<file path="src/rtl/i2c_master_if.sv">
// Command, status and pin bundle between an I2C register-access master and its user/pad logic.
interface i2c_master_if;
  logic       start;
  logic       rw;
  logic [6:0] slave_id;
  logic [7:0] addr;
  logic [3:0] len;
  logic [7:0] wdata;
  logic       wdata_req;
  logic [7:0] rdata;
  logic       rdata_valid;
  logic       busy;
  logic       done;
  logic       nack_err;
  logic       scl_out;
  logic       sda_out;
  logic       sda_in;

  modport master (
    input  start, rw, slave_id, addr, len, wdata, sda_in,
    output wdata_req, rdata, rdata_valid, busy, done, nack_err, scl_out, sda_out
  );

  modport slave (
    output start, rw, slave_id, addr, len, wdata, sda_in,
    input  wdata_req, rdata, rdata_valid, busy, done, nack_err, scl_out, sda_out
  );
endinterface

</file>
<file path="src/rtl/i2c_master.sv">
// I2C register-access master: START, ID+W, addr, then write data or RSTART/ID+R/read data, STOP.
// SCL period 4*QTR clk, all outputs registered; sda_in passes a 2-flop synchronizer.
module i2c_master #(
  parameter int QTR = 63
) (
  input logic          clk,
  input logic          rst_n,
  i2c_master_if.master bus_if
);
  typedef enum logic [2:0] {IDLE, START, TXBIT, TXACK, RXBIT, RXACK, RSTART, STOP} state_e;
  typedef enum logic [1:0] {STG_IDW, STG_ADDR, STG_DATA, STG_IDR} stage_e;

  localparam logic [9:0] QTR_LAST = 10'(QTR - 1);

  state_e     state_q;
  stage_e     stage_q;
  logic [9:0] cnt_q;
  logic [1:0] ph_q;
  logic [2:0] bit_q;
  logic [7:0] shift_q;
  logic [3:0] bytes_q;
  logic       rw_q;
  logic [6:0] id_q;
  logic [7:0] addr_q;
  logic       ack_q;
  logic [1:0] sync_q;
  logic       scl_q, sda_q, busy_q, done_q, wreq_q, rvld_q, nerr_q;
  logic [7:0] rdata_q;
  logic       tick, sda_s;

  assign tick  = (cnt_q == QTR_LAST);
  assign sda_s = sync_q[1];

  // Each bit slot is q0..q3: SDA moves entering q0, SCL rises entering q1 and falls entering q3.
  always_ff @(posedge clk or negedge rst_n) begin
    if (!rst_n) begin
      state_q <= IDLE;     stage_q <= STG_IDW;
      cnt_q   <= '0;       ph_q    <= '0;
      bit_q   <= '0;       shift_q <= '0;
      bytes_q <= '0;       rw_q    <= 1'b0;
      id_q    <= '0;       addr_q  <= '0;
      ack_q   <= 1'b0;     sync_q  <= '0;
      scl_q   <= 1'b1;     sda_q   <= 1'b1;
      busy_q  <= 1'b0;     done_q  <= 1'b0;
      wreq_q  <= 1'b0;     rvld_q  <= 1'b0;
      nerr_q  <= 1'b0;     rdata_q <= '0;
    end else begin
      done_q <= 1'b0;
      wreq_q <= 1'b0;
      rvld_q <= 1'b0;
      sync_q <= {sync_q[0], bus_if.sda_in};
      if (state_q == IDLE) begin
        cnt_q <= '0;
        ph_q  <= '0;
        scl_q <= 1'b1;
        sda_q <= 1'b1;
        if (bus_if.start) begin
          rw_q    <= bus_if.rw;
          id_q    <= bus_if.slave_id;
          addr_q  <= bus_if.addr;
          bytes_q <= bus_if.len;
          nerr_q  <= 1'b0;
          busy_q  <= 1'b1;
          state_q <= START;
          // START occupies only the second half of a slot so SCL keeps its period afterwards.
          ph_q    <= 2'd2;
          sda_q   <= 1'b0;
        end
      end else begin
        cnt_q <= tick ? '0 : cnt_q + 10'd1;
        if (tick) begin
          ph_q <= ph_q + 2'd1;
          case (ph_q)
            2'd0: scl_q <= 1'b1;
            2'd1: begin
              if (state_q == RSTART) sda_q <= 1'b0;
              else if (state_q == STOP) sda_q <= 1'b1;
            end
            2'd2: begin
              if (state_q != STOP) scl_q <= 1'b0;
              if (state_q == TXACK) begin
                ack_q <= sda_s;
                if (sda_s) nerr_q <= 1'b1;
              end
              if (state_q == RXBIT) begin
                shift_q <= {shift_q[6:0], sda_s};
                if (bit_q == 3'd0) begin
                  rdata_q <= {shift_q[6:0], sda_s};
                  rvld_q  <= 1'b1;
                end
              end
            end
            default: begin
              case (state_q)
                START: begin
                  state_q <= TXBIT;  stage_q <= STG_IDW;
                  sda_q   <= id_q[6]; shift_q <= {id_q[5:0], 2'b00}; bit_q <= 3'd7;
                end
                RSTART: begin
                  state_q <= TXBIT;  stage_q <= STG_IDR;
                  sda_q   <= id_q[6]; shift_q <= {id_q[5:0], 2'b10}; bit_q <= 3'd7;
                end
                TXBIT: begin
                  if (bit_q == 3'd0) begin
                    state_q <= TXACK;
                    sda_q   <= 1'b1;
                  end else begin
                    sda_q   <= shift_q[7];
                    shift_q <= {shift_q[6:0], 1'b0};
                    bit_q   <= bit_q - 3'd1;
                  end
                end
                TXACK: begin
                  if (ack_q) begin
                    state_q <= STOP; sda_q <= 1'b0;
                  end else if (stage_q == STG_IDW) begin
                    state_q <= TXBIT;  stage_q <= STG_ADDR;
                    sda_q   <= addr_q[7]; shift_q <= {addr_q[6:0], 1'b0}; bit_q <= 3'd7;
                  end else if (stage_q == STG_IDR) begin
                    state_q <= RXBIT; sda_q <= 1'b1; bit_q <= 3'd7;
                  end else if (stage_q == STG_ADDR && rw_q && bytes_q != 4'd0) begin
                    state_q <= RSTART; sda_q <= 1'b1;
                  end else if (bytes_q == 4'd0) begin
                    state_q <= STOP; sda_q <= 1'b0;
                  end else begin
                    state_q <= TXBIT;  stage_q <= STG_DATA;
                    sda_q   <= bus_if.wdata[7];
                    shift_q <= {bus_if.wdata[6:0], 1'b0};
                    bit_q   <= 3'd7;
                    bytes_q <= bytes_q - 4'd1;
                    wreq_q  <= 1'b1;
                  end
                end
                RXBIT: begin
                  if (bit_q == 3'd0) begin
                    state_q <= RXACK;
                    sda_q   <= (bytes_q == 4'd1);
                  end else begin
                    sda_q <= 1'b1;
                    bit_q <= bit_q - 3'd1;
                  end
                end
                RXACK: begin
                  bytes_q <= bytes_q - 4'd1;
                  if (bytes_q == 4'd1) begin
                    state_q <= STOP; sda_q <= 1'b0;
                  end else begin
                    state_q <= RXBIT; sda_q <= 1'b1; bit_q <= 3'd7;
                  end
                end
                STOP: begin
                  state_q <= IDLE;
                  ph_q    <= '0;
                  busy_q  <= 1'b0;
                  done_q  <= 1'b1;
                end
                default: ;
              endcase
            end
          endcase
        end
      end
    end
  end

  assign bus_if.scl_out     = scl_q;
  assign bus_if.sda_out     = sda_q;
  assign bus_if.busy        = busy_q;
  assign bus_if.done        = done_q;
  assign bus_if.wdata_req   = wreq_q;
  assign bus_if.rdata       = rdata_q;
  assign bus_if.rdata_valid = rvld_q;
  assign bus_if.nack_err    = nerr_q;
endmodule

</file>
<file path="src/flat_wrapper.sv">
// flat-port wrapper written by rule: the top's interface ports become plain ports
module i2c_master_flat 
#(
  parameter int QTR = 63
)
  (clk, rst_n, bus_if_start, bus_if_rw, bus_if_slave_id, bus_if_addr, bus_if_len, bus_if_wdata, bus_if_sda_in, bus_if_wdata_req, bus_if_rdata, bus_if_rdata_valid, bus_if_busy, bus_if_done, bus_if_nack_err, bus_if_scl_out, bus_if_sda_out);
  i2c_master_if bus_if_i ();
  input logic clk;
  input logic rst_n;
  input wire logic [$bits(bus_if_i.start)-1:0] bus_if_start;
  input wire logic [$bits(bus_if_i.rw)-1:0] bus_if_rw;
  input wire logic [$bits(bus_if_i.slave_id)-1:0] bus_if_slave_id;
  input wire logic [$bits(bus_if_i.addr)-1:0] bus_if_addr;
  input wire logic [$bits(bus_if_i.len)-1:0] bus_if_len;
  input wire logic [$bits(bus_if_i.wdata)-1:0] bus_if_wdata;
  input wire logic [$bits(bus_if_i.sda_in)-1:0] bus_if_sda_in;
  output wire logic [$bits(bus_if_i.wdata_req)-1:0] bus_if_wdata_req;
  output wire logic [$bits(bus_if_i.rdata)-1:0] bus_if_rdata;
  output wire logic [$bits(bus_if_i.rdata_valid)-1:0] bus_if_rdata_valid;
  output wire logic [$bits(bus_if_i.busy)-1:0] bus_if_busy;
  output wire logic [$bits(bus_if_i.done)-1:0] bus_if_done;
  output wire logic [$bits(bus_if_i.nack_err)-1:0] bus_if_nack_err;
  output wire logic [$bits(bus_if_i.scl_out)-1:0] bus_if_scl_out;
  output wire logic [$bits(bus_if_i.sda_out)-1:0] bus_if_sda_out;
  assign bus_if_i.start = bus_if_start;
  assign bus_if_i.rw = bus_if_rw;
  assign bus_if_i.slave_id = bus_if_slave_id;
  assign bus_if_i.addr = bus_if_addr;
  assign bus_if_i.len = bus_if_len;
  assign bus_if_i.wdata = bus_if_wdata;
  assign bus_if_i.sda_in = bus_if_sda_in;
  assign bus_if_wdata_req = bus_if_i.wdata_req;
  assign bus_if_rdata = bus_if_i.rdata;
  assign bus_if_rdata_valid = bus_if_i.rdata_valid;
  assign bus_if_busy = bus_if_i.busy;
  assign bus_if_done = bus_if_i.done;
  assign bus_if_nack_err = bus_if_i.nack_err;
  assign bus_if_scl_out = bus_if_i.scl_out;
  assign bus_if_sda_out = bus_if_i.sda_out;
  i2c_master #(.QTR(QTR)) u_core (.clk(clk), .rst_n(rst_n), .bus_if(bus_if_i));
endmodule
</file>
<file path="config.mk">
export PLATFORM = sky130hd
export DESIGN_NAME = i2c_master_flat
export DESIGN_NICKNAME = d
export VERILOG_FILES = /design/src/rtl/i2c_master_if.sv /design/src/rtl/i2c_master.sv /design/src/flat_wrapper.sv
export SDC_FILE = /design/constraint.sdc
export NUM_CORES = 1
export LEC_CHECK = 0
export CORE_ASPECT_RATIO = 1.4
export CORE_UTILIZATION = 45
export CTS_CLUSTER_DIAMETER = 100
export DETAILED_ROUTE_END_ITERATION = 10
export PLACE_DENSITY = 0.7
export SYNTH_ARGS = -nofsm -noshare
export SYNTH_HDL_FRONTEND = slang
export SYNTH_SLANG_ARGS = --single-unit
</file>
<file path="constraint.sdc">
create_clock -name clk -period 2.6 [get_ports clk]
set_input_delay 0.78 -clock clk [delete_from_list [all_inputs] [get_ports clk]]
set_output_delay 0.78 -clock clk [all_outputs]
set_load 0.01 [all_outputs]
</file>
# Word-level counts from Yosys, hierarchy flattened
# Cells that the tools add are included.
word_totals:
  wordCells: 205
  register_bits: 66
  out_inout_bits: 15
classes:
  n_bitwise: 3
  addsub: 4
  eq_ne: 40
  reduce_logical: 37
  n_mux: 101
ops:
  columns: ["operator", "n"]
  rows:
  - ["$mux 8", 7]
  - ["$mux 3", 18]
  - ["$mux 1", 45]
  - ["$mux 4", 9]
  - ["$pmux 8 s4", 1]
  - ["$mux 2", 11]
  - ["$ne 3x3->1 const B", 7]
  - ["$mux 10", 2]
  - ["$ne 4x4->1 const B", 5]
  - ["$pmux 3 s6", 1]
  - ["$reduce_and 9->1", 2]
  - ["$pmux 8 s2", 1]
  - ["$ne 3x2->1 const B", 5]
  - ["$reduce_bool 7->1", 2]
  - ["$eq 3x3->1 const B", 4]
  - ["$pmux 3 s4", 1]
  - ["$reduce_and 4->1", 3]
  - ["$add 10x1->10 const B", 1]
  - ["$eq 10x6->1 const B", 1]
  - ["$reduce_and 10->1", 1]
  - ["$reduce_and 5->1", 2]
  - ["$reduce_bool 2->1", 5]
  - ["$reduce_bool 3->1", 3]
  - ["$ne 2x2->1 const B", 4]
  - ["28 further kinds", 44]

# Longest topological paths before layout
# Gate-level depths: netlist of the first run.
logic_depth:
  word_depth: 11
  mapped_depth: 8
  depth_no_buf: 7

# Worst setup path before layout of the first run
# OpenSTA, ideal clock, no wires.
synth_path:
  kind: "register -> register"
  startpoint: "register u_core.bytes_q[0]"
  endpoint: "register u_core.shift_q[1]"
  t_arrival_ns: 2.094
  path_stages_with_launch: 8
  setup_slack_ns: 0.381
  n_path_buf: 0
  t_required_ns: 2.475
  setup_time_ns: 0.125
  synth_period_minus_slack_ns: 2.219
  cell_sequence: "dfrtp_1 > inv_1 > ha_1 > nor3b_1 > a211o_1 > a221oi_1 > o21ai_2 > mux2_2"
synth_between:
  elab_chain_cells: 4
  word_cells_on_any_way: 6
synth_rtl:
  columns: ["element", "line", "text"]
  rows:
  - ["start: declaration", "i2c_master.sv:21", "logic [3:0] bytes_q;"]
  - ["start signal: assignment", "i2c_master.sv:61", "bytes_q <= bus_if.len;"]
  - ["start signal: assignment", "i2c_master.sv:130", "bytes_q <= bytes_q - 4'd1;"]
  - ["start signal: assignment", "i2c_master.sv:144", "bytes_q <= bytes_q - 4'd1;"]
  - ["$reduce_bool 4->1", "i2c_master.sv:121", "end else if (stage_q == STG_ADDR && rw_q && bytes_q != 4'd0) begin"]
  - ["$logic_and 1x1->1", "i2c_master.sv:121", null]
  - ["$ne 4x4->1 (no source line)", null, null]
  - ["$reduce_and 10->1 (no source line) (*)", null, null]
  - ["end signal: assignment", "i2c_master.sv:86", "shift_q <= {shift_q[6:0], sda_s};"]
  - ["end signal: assignment", "i2c_master.sv:109", "shift_q <= {shift_q[6:0], 1'b0};"]
  - ["end signal: assignment", "i2c_master.sv:128", "shift_q <= {bus_if.wdata[6:0], 1'b0};"]
  - ["end: declaration", "i2c_master.sv:20", "logic [7:0] shift_q;"]
# Mark *: on every way between the ends. The rest lies on a longest branch, timed or not.
# A chain may end at the register's enable or synchronous reset.

# Worst setup path in the final report of the first run
layout_path:
  startpoint: "register u_core.state_q[2]"
  endpoint: "register u_core.shift_q[3]"
layout_between:
  elab_chain_cells: 3
  word_cells_on_any_way: 17
layout_rtl:
  columns: ["element", "line", "text"]
  rows:
  - ["start: declaration", "i2c_master.sv:15", "state_e state_q;"]
  - ["start signal: assignment", "i2c_master.sv:37", "state_q <= IDLE; stage_q <= STG_IDW;"]
  - ["start signal: assignment", "i2c_master.sv:64", "state_q <= START;"]
  - ["start signal: assignment", "i2c_master.sv:96", "state_q <= TXBIT; stage_q <= STG_IDW;"]
  - ["$eq 3x2->1 (tied with other cells)", "i2c_master.sv:94", "case (state_q)"]
  - ["$ne 4x4->1 (no source line) (tied with other cells)", null, null]
  - ["$reduce_and 10->1 (no source line) / $pmux 8 s2 (equally long branches)", null, null]
# Parallel ways exist; a longest one is shown, timed or not.

==> flow_summary_export.csv, run 1 <==
group,metric,value,unit
run_status,status,"finished, final reports clean",
clock_network,clkSlewWorstSetupHoldPaths,0.08,ns
worst_setup_path,r2r_cells,7,
placement,gp_congestion,0.894,
placement,portBuffers,46,
global_routing,grt_util_met1,0.264,
synth,syn_area_per_cell,9.50,sq um
worst_setup_path,cp.required,2.84,ns
cells_and_area,syn_to_final_growth,22.6,%
timing,fin_crit_sh,0.909,
timing,setup_violations,0,
worst_setup_path,slowest_stage,"dfrtp_1",
power_and_ir_drop,p_int,2.25,mW
synth,yosys-top-cells-area,"dfrtp_1 45%, nand2_1 7.7%, mux2_2 6.0%, o21ai_0 3.9%, ha_1 3.9%",
clock_network,cts_tree,"done",
synth,synth_area_leader_cell,"dfrtp_1",
die,die_height,107,um
clock_network,ctsResizeCount,0,
power_and_ir_drop,p_leak,1.91,nW
clock_network,htreeDepth,3,
worst_setup_path,ff2ff_setup_slack,0.24,ns
worst_setup_path,cp_cell_sequence,"buf_4 -> or3_1 -> nand4_1 -> nor4b_1 -> buf_4 -> o21ai_2 -> mux2_2",
global_routing,grt_max_degree,67,
drt,ant_nets,0,
drt,wirelength,8490,um
synth,ys_async_sr_fraction,1.00,
global_routing,grt_overflow,0,
run,drv_cap,0,
die,die_w,77.3,um
min_path,holdPathEnd,"u_core.sync_q[1]$_DFF_PN0_",
cells_and_area,final_cells,530,
power_and_ir_drop,cellPowerDensity,784,nW/um^2
worst_setup_path,path_buf_inv,2,
worst_setup_path,setup.worst_path.class,"reg -> reg",
cells_and_area,fin_util,0.569,
timing,tns,0,ns
timing,fmax,423,MHz
worst_setup_path,timing.rr.start,"u_core.state_q[2]$_DFFE_PN0P_",
die,ioPinCount,47,
placement,dp_cells,514,
synth,yosys.cell_types.count,57,
min_path,whs_path_depth,0,
cells_and_area,layout-drive-gt1-share,0.142,
timing,rsz0062_at_grt,"false",
cells_and_area,fin_nets,468,
global_routing,antenna_found_initial,0,
synth,synth.yosys.warnings,0,
clock_network,cts.path.max_buffers,2,
timing,period_minus_slack,2.36,ns
drt,vias,2963,
global_routing,use_met3,0.0381,
die,core,7700,sq um
die,start_util,0.464,
worst_setup_path,crit_arrival,2.60,ns
clock_network,clock_latency,0.36,ns
die,die_area,8310,sq um
worst_setup_path,path_common_cell,"buf_4",
synth,synth_edf_count,0,
worst_setup_path,crit_fanout,19,
drt,wl_per_cell,16.0,um
synth,yosysSeqAreaShare,0.463,
timing,max-slew-margin-rel,0.560,
worst_setup_path,reg2reg_to,"u_core.shift_q[3]$_DFFE_PN0P_",
worst_setup_path,crit_family,"simple AND/OR/NAND/NOR gates",
global_routing,met2_usage,0.369,
power_and_ir_drop,irDropWorstVdd,0.455,mV
power_and_ir_drop,clockPowerShare,0.283,
timing,finalHoldViolCount,0,
clock_network,post-cts-setup-buffers,0,
global_routing,grt_use_total,0.222,
worst_setup_path,worstSetupStartpointType,"flip-flop",
timing,tightest_slew,0.654,ns
power_and_ir_drop,pwr-share-seq,0.409,
synth,synthesis.area,3570,sq um
synth,synth_nets,419,
global_routing,grt_pass1_vias,2925,
worst_setup_path,end_kind,"flip-flop",
die,rows,38,
global_routing,grt_pass1_wl,14100,um
global_routing,top_usage_layer,"met2",
drt,first_pass_iters,4,
drt,drc,0,
worst_setup_path,max_stage_delay,0.68,ns
drt,drtIter0Drc,231,
drt,via_per_inst,5.59,
timing,skew,0.0100,ns
synth,synth_ff_type,"dfrtp_1",
synth,synth-seq-cells,66,
synth,synthCells,376,
clock_network,numCtsBuffers,9,
cells_and_area,antenna_cells,0,
synth,synth_top_area_frac,0.448,
clock_network,cts_root_buffer,"clkbuf_8",
power_and_ir_drop,combPwrFrac,0.308,
min_path,min_from,"u_core.sync_q[0]$_DFF_PN0_",
min_path,hold_path_class,"reg -> reg",
power_and_ir_drop,swShare,0.345,
timing,slew_violations,0,
placement,hpwl,6010,um
power_and_ir_drop,switching_power,1.18,mW
clock_network,cts_sinks,66,
clock_network,cts_hold_buf,0,
Yosys cell counts (all sizes together) (3+ instances only):
cell type	count
and3	4
o21ai	29
xor2	7
a32oi	6
buf	9
or3b	4
a31oi	3
mux2	19
nor2b	4
clkbuf	12
inv	10
nand2	73
and2	3
a2bb2oi	3
xnor2	3
ha	11
nor2	31
and4	3
or2	3
a311oi	3
a21oi	13
dfrtp	64
nand2b	4
nand3	8
nor3	7
a221o	6
registers in the layout (all words and copies together) (netlist names):
name / count
u_core.sync_q: 2
u_core.bytes_q: 4
u_core.rw_q: 1
u_core.bus_if.done: 1
u_core.ack_q: 1
u_core.bus_if.wdata_req: 1
u_core.ph_q: 2
u_core.stage_q: 2
u_core.bus_if.nack_err: 1
u_core.bit_q: 3
u_core.bus_if.rdata_valid: 1
u_core.shift_q: 8
u_core.id_q: 7
u_core.bus_if.scl_out: 1
u_core.bus_if.rdata: 8
u_core.cnt_q: 10
u_core.state_q: 3
u_core.bus_if.sda_out: 1
u_core.bus_if.busy: 1
u_core.addr_q: 8
power by group through the flow:
stage          sequential, mW  combinational (mW)  clock (mW)
3_5_place_dp             1.42                1.06           0
2_1_floorplan            1.36               0.757           0
5_1_grt                  1.43                1.19        1.04
3_3_place_gp             1.41                1.03           0
4_1_cts                  1.40                1.06       0.983
6_report                 1.41                1.06       0.971
per-layer routing:
layer | vias to the layer above | part of all wire
met5 | - | 0
met3 | 24 | 0.043
met2 | 97 | 0.51
met4 | 0 | 0.041
li1 | 1431 | -
met1 | 1411 | 0.41
cell type report:
| class | count | area (sq um) |
|---|---|---|
| sequential | 66 | 1650 |
| multi-input combinational | 279 | 1780 |
| fill | 721 | 3320 |
| clock inverter | 4 | 73.8 |
| tap | 100 | 125 |
| timing repair buffer | 59 | 566 |
| clock buffer | 12 | 145 |
| inverter | 10 | 37.5 |
per-stage QoR:
step	worst slack (ns)	hold slack [ns]	power [mW]	instance area, sq um
floorplan	0.381	0.331	2.12	3570
global placement	0.289	0.333	2.44	4160
detailed placement	0.306	0.338	2.48	4160
CTS	0.285	0.355	3.45	4380
global route	0.155	0.358	3.65	4380
finish	0.238	0.354	3.43	4380
placed cells by master, fill, tap and decap left out, types with 3 or more instances in the layout:
cell and count:
a21oi_1 12, a221o_1 6, a2bb2oi_1 3, a311oi_1 3, a31oi_1 3, a32oi_1 6, and2_1 3, and3_1 4
and4_1 3, buf_4 12, clkbuf_8 10, clkdlybuf4s50_1 45, dfrtp_1 64, ha_1 11, inv_1 10, mux2_2 19
nand2_1 73, nand2b_1 4, nand3_1 8, nor2_1 31, nor2b_1 4, nor3_1 6, o21ai_0 28, or2_2 3
xnor2_1 3, xor2_1 7
worst max-delay path by stage:
stage / from / end / slack (ns) / cells past startpoint
6_report: u_core.state_q[2]$_DFFE_PN0P_ / u_core.shift_q[3]$_DFFE_PN0P_ / 0.24 / 7
5_1_grt: u_core.bit_q[0]$_DFFE_PN0P_ / u_core.bus_if.rdata[3]$_DFFE_PN0P_ / 0.15 / 7
4_1_cts: u_core.bytes_q[1]$_DFFE_PN0P_ / u_core.bus_if.sda_out$_DFFE_PN1P_ / 0.28 / 7
3_5_place_dp: u_core.state_q[2]$_DFFE_PN0P_ / u_core.shift_q[6]$_DFFE_PN0P_ / 0.31 / 7
3_3_place_gp: u_core.bytes_q[1]$_DFFE_PN0P_ / u_core.bus_if.sda_out$_DFFE_PN1P_ / 0.29 / 7
2_1_floorplan: u_core.bytes_q[0]$_DFFE_PN0P_ / u_core.shift_q[1]$_DFFE_PN0P_ / 0.38 / 7
cell families after synthesis:
family,Yosys count,synth area share
buffers and inverters,31,0.0392
AOI/OAI and AO/OA,80,0.160
adders and majority gates,11,0.0385
and+or+nand+nor,157,0.209
DFF,66,0.463
xor gates and xnor gates,10,0.0245
muxes,21,0.0655
Note: power is estimated with default switching activity, not from simulation.
==> inputs of run 2 (changes only) <==
CAP_MARGIN = 5   (was default)
CELL_PAD_IN_SITES_DETAIL_PLACEMENT = 0   (was default)
CELL_PAD_IN_SITES_GLOBAL_PLACEMENT = 1   (was default)
CORE_UTILIZATION = 43   (was 45)
PLACE_DENSITY = 0.84   (was 0.7)
==> flow_summary_export.csv, run 2 (synthesized netlist as in run 1, its figures left out) <==
group,metric,value,unit
run_status,status,"finished, final reports clean",
power_and_ir_drop,clockPowerShare,0.352,
worst_setup_path,crit_arrival,2.56,ns
drt,vias,2934,
cells_and_area,layout-drive-gt1-share,0.147,
timing,fin_crit_sh,0.887,
timing,fin_ws,0.294,ns
clock_network,post-cts-setup-buffers,0,
drt,drc,0,
timing,fmax,434,MHz
timing,period_minus_slack,2.31,ns
cells_and_area,antenna_cells,0,
power_and_ir_drop,irDropWorstVdd,0.429,mV
power_and_ir_drop,switching_power,1.24,mW
worst_setup_path,cp.required,2.85,ns
global_routing,grt_use_total,0.219,
cells_and_area,largest_reg_flops,10,
clock_network,cts_sinks,66,
clock_network,cts_root_buffer,"clkbuf_16",
clock_network,cts_tree,"done",
timing,finalHoldViolCount,0,
drt,ant_nets,0,
die,core,8100,sq um
timing,tightest_slew,0.704,ns
cells_and_area,syn_to_final_growth,25.9,%
worst_setup_path,crit_fanout,4,
min_path,hold_path_class,"reg -> reg",
global_routing,grt_overflow,0,
timing,holdWs,0.349,ns
global_routing,grt_pass1_wl,14300,um
worst_setup_path,slowest_stage,"or4b_1",
global_routing,antenna_found_initial,0,
timing,setup_violations,0,
die,die_height,110,um
power_and_ir_drop,cellPowerDensity,850,nW/um^2
worst_setup_path,cp_cell_sequence,"inv_1 -> ha_1 -> or3b_1 -> a311oi_1 -> a31oi_1 -> or4b_1 -> a32o_1",
power_and_ir_drop,swShare,0.324,
global_routing,grt_pass1_vias,2930,
power_and_ir_drop,combPwrFrac,0.280,
cells_and_area,fillers,768,
clock_network,cts_hold_buf,0,
cells_and_area,regMostFlops,"u_core.cnt_q",
clock_network,cts.path.max_buffers,2,
worst_setup_path,end_kind,"flip-flop",
clock_network,htreeDepth,3,
drt,via_per_inst,5.52,
timing,slew_violations,0,
placement,dp_slack,0.306,ns
worst_setup_path,path_buf_inv,1,
die,ioPinCount,47,
worst_setup_path,setup.worst_path.class,"reg -> reg",
die,die_area,8680,sq um
timing,max-slew-margin-rel,0.527,
clock_network,ctsResizeCount,0,
placement,gp_congestion,0.875,
clock_network,clock_latency,0.33,ns
die,start_util,0.441,
placement,hpwl,6020,um
power_and_ir_drop,pwr-share-seq,0.367,
cells_and_area,final_common_cell,"nand2_1",
drt,first_pass_iters,4,
global_routing,grt_max_degree,67,
timing,skew,0.00653,ns
cells_and_area,fin_nets,468,
timing,tns,0,ns
worst_setup_path,max_stage_delay,0.56,ns
worst_setup_path,worstSetupStartpointType,"flip-flop",
die,rows,39,
run,drv_cap,0,
clock_network,numCtsBuffers,9,
clock_network,clkSlewWorstSetupHoldPaths,0.05,ns
cells_and_area,layout_common_cells,"73 x nand2_1, 64 x dfrtp_1, 45 x clkdlybuf4s50_1",
worst_setup_path,crit_family,"simple AND/OR/NAND/NOR gates",
timing,rsz0062_at_grt,"false",
die,die_w,79.0,um
power_and_ir_drop,p_leak,1.96,nW
drt,drtIter0Drc,277,
drt,wirelength,8570,um
drt,wl_per_cell,16.1,um
power_and_ir_drop,p_int,2.58,mW
placement,portBuffers,46,
==> run 2: power groups by stage <==
stage / Sequential (mW) / Combinational (mW) / Clock [mW]
4_1_cts: 1.40 / 1.08 / 1.37
6_report: 1.40 / 1.07 / 1.35
3_3_place_gp: 1.41 / 1.05 / 0
3_5_place_dp: 1.42 / 1.07 / 0
2_1_floorplan: 1.36 / 0.757 / 0
5_1_grt: 1.43 / 1.21 / 1.42
==> run 2: layer usage <==
layer,track usage,share of wire,vias to the layer above
met5,0,0,-
met4,0.112,0.032,0
met3,0.0498,0.041,19
met2,0.367,0.51,76
met1,0.262,0.42,1408
li1,-,-,1431
==> run 2: final timing paths <==
kind,from,end,slack (ns),depth (start not counted)
worst max-delay path,u_core.bytes_q[1]$_DFFE_PN0P_,u_core.bus_if.sda_out$_DFFE_PN1P_,0.29,7
worst max register to register,u_core.bytes_q[1]$_DFFE_PN0P_,u_core.bus_if.sda_out$_DFFE_PN1P_,0.29,7
min in group asynchronous,rst_n,u_core.bus_if.rdata_valid$_DFF_PN0_,0.46,2
worst min register to register,u_core.sync_q[0]$_DFF_PN0_,u_core.sync_q[1]$_DFF_PN0_,0.35,0
max in group asynchronous,rst_n,u_core.bus_if.scl_out$_DFFE_PN1P_,1.84,2
worst min-delay path,u_core.sync_q[0]$_DFF_PN0_,u_core.sync_q[1]$_DFF_PN0_,0.35,0
==> run 2: worst register-to-register path, delay by kind of cell (launching register included) <==
family | cells | cell delay, ns
flip-flops | 1 | 0.38
adder cells (fa/ha/maj) | 1 | 0.15
AND/OR/NAND/NOR | 2 | 0.96
AO/OA/AOI/OAI | 3 | 0.61
buffers and inverters | 1 | 0.12
==> run 2: layout make-up <==
| class | instances | area (sq um) | area share |
|---|---|---|---|
| clock buffers | 11 | 253 | 0.0562 |
| clock inverters | 5 | 83.8 | 0.0186 |
| inverters | 10 | 37.5 | 0.00834 |
| multi-input cells | 279 | 1780 | 0.395 |
| flip-flops and latches | 66 | 1650 | 0.368 |
| well taps | 102 | 128 | 0.0284 |
| repair buffers | 59 | 566 | 0.126 |
==> run 2: metrics by stage <==
step                power (mW)  instances   util  area [sq um]
floorplan                 2.12        376      -          3570
global placement          2.46        516  0.514          4160
detailed placement        2.49        516  0.514          4160
CTS                       3.86        532  0.556          4500
global route              4.07        532  0.556          4500
finish                    3.82        532  0.556          4500
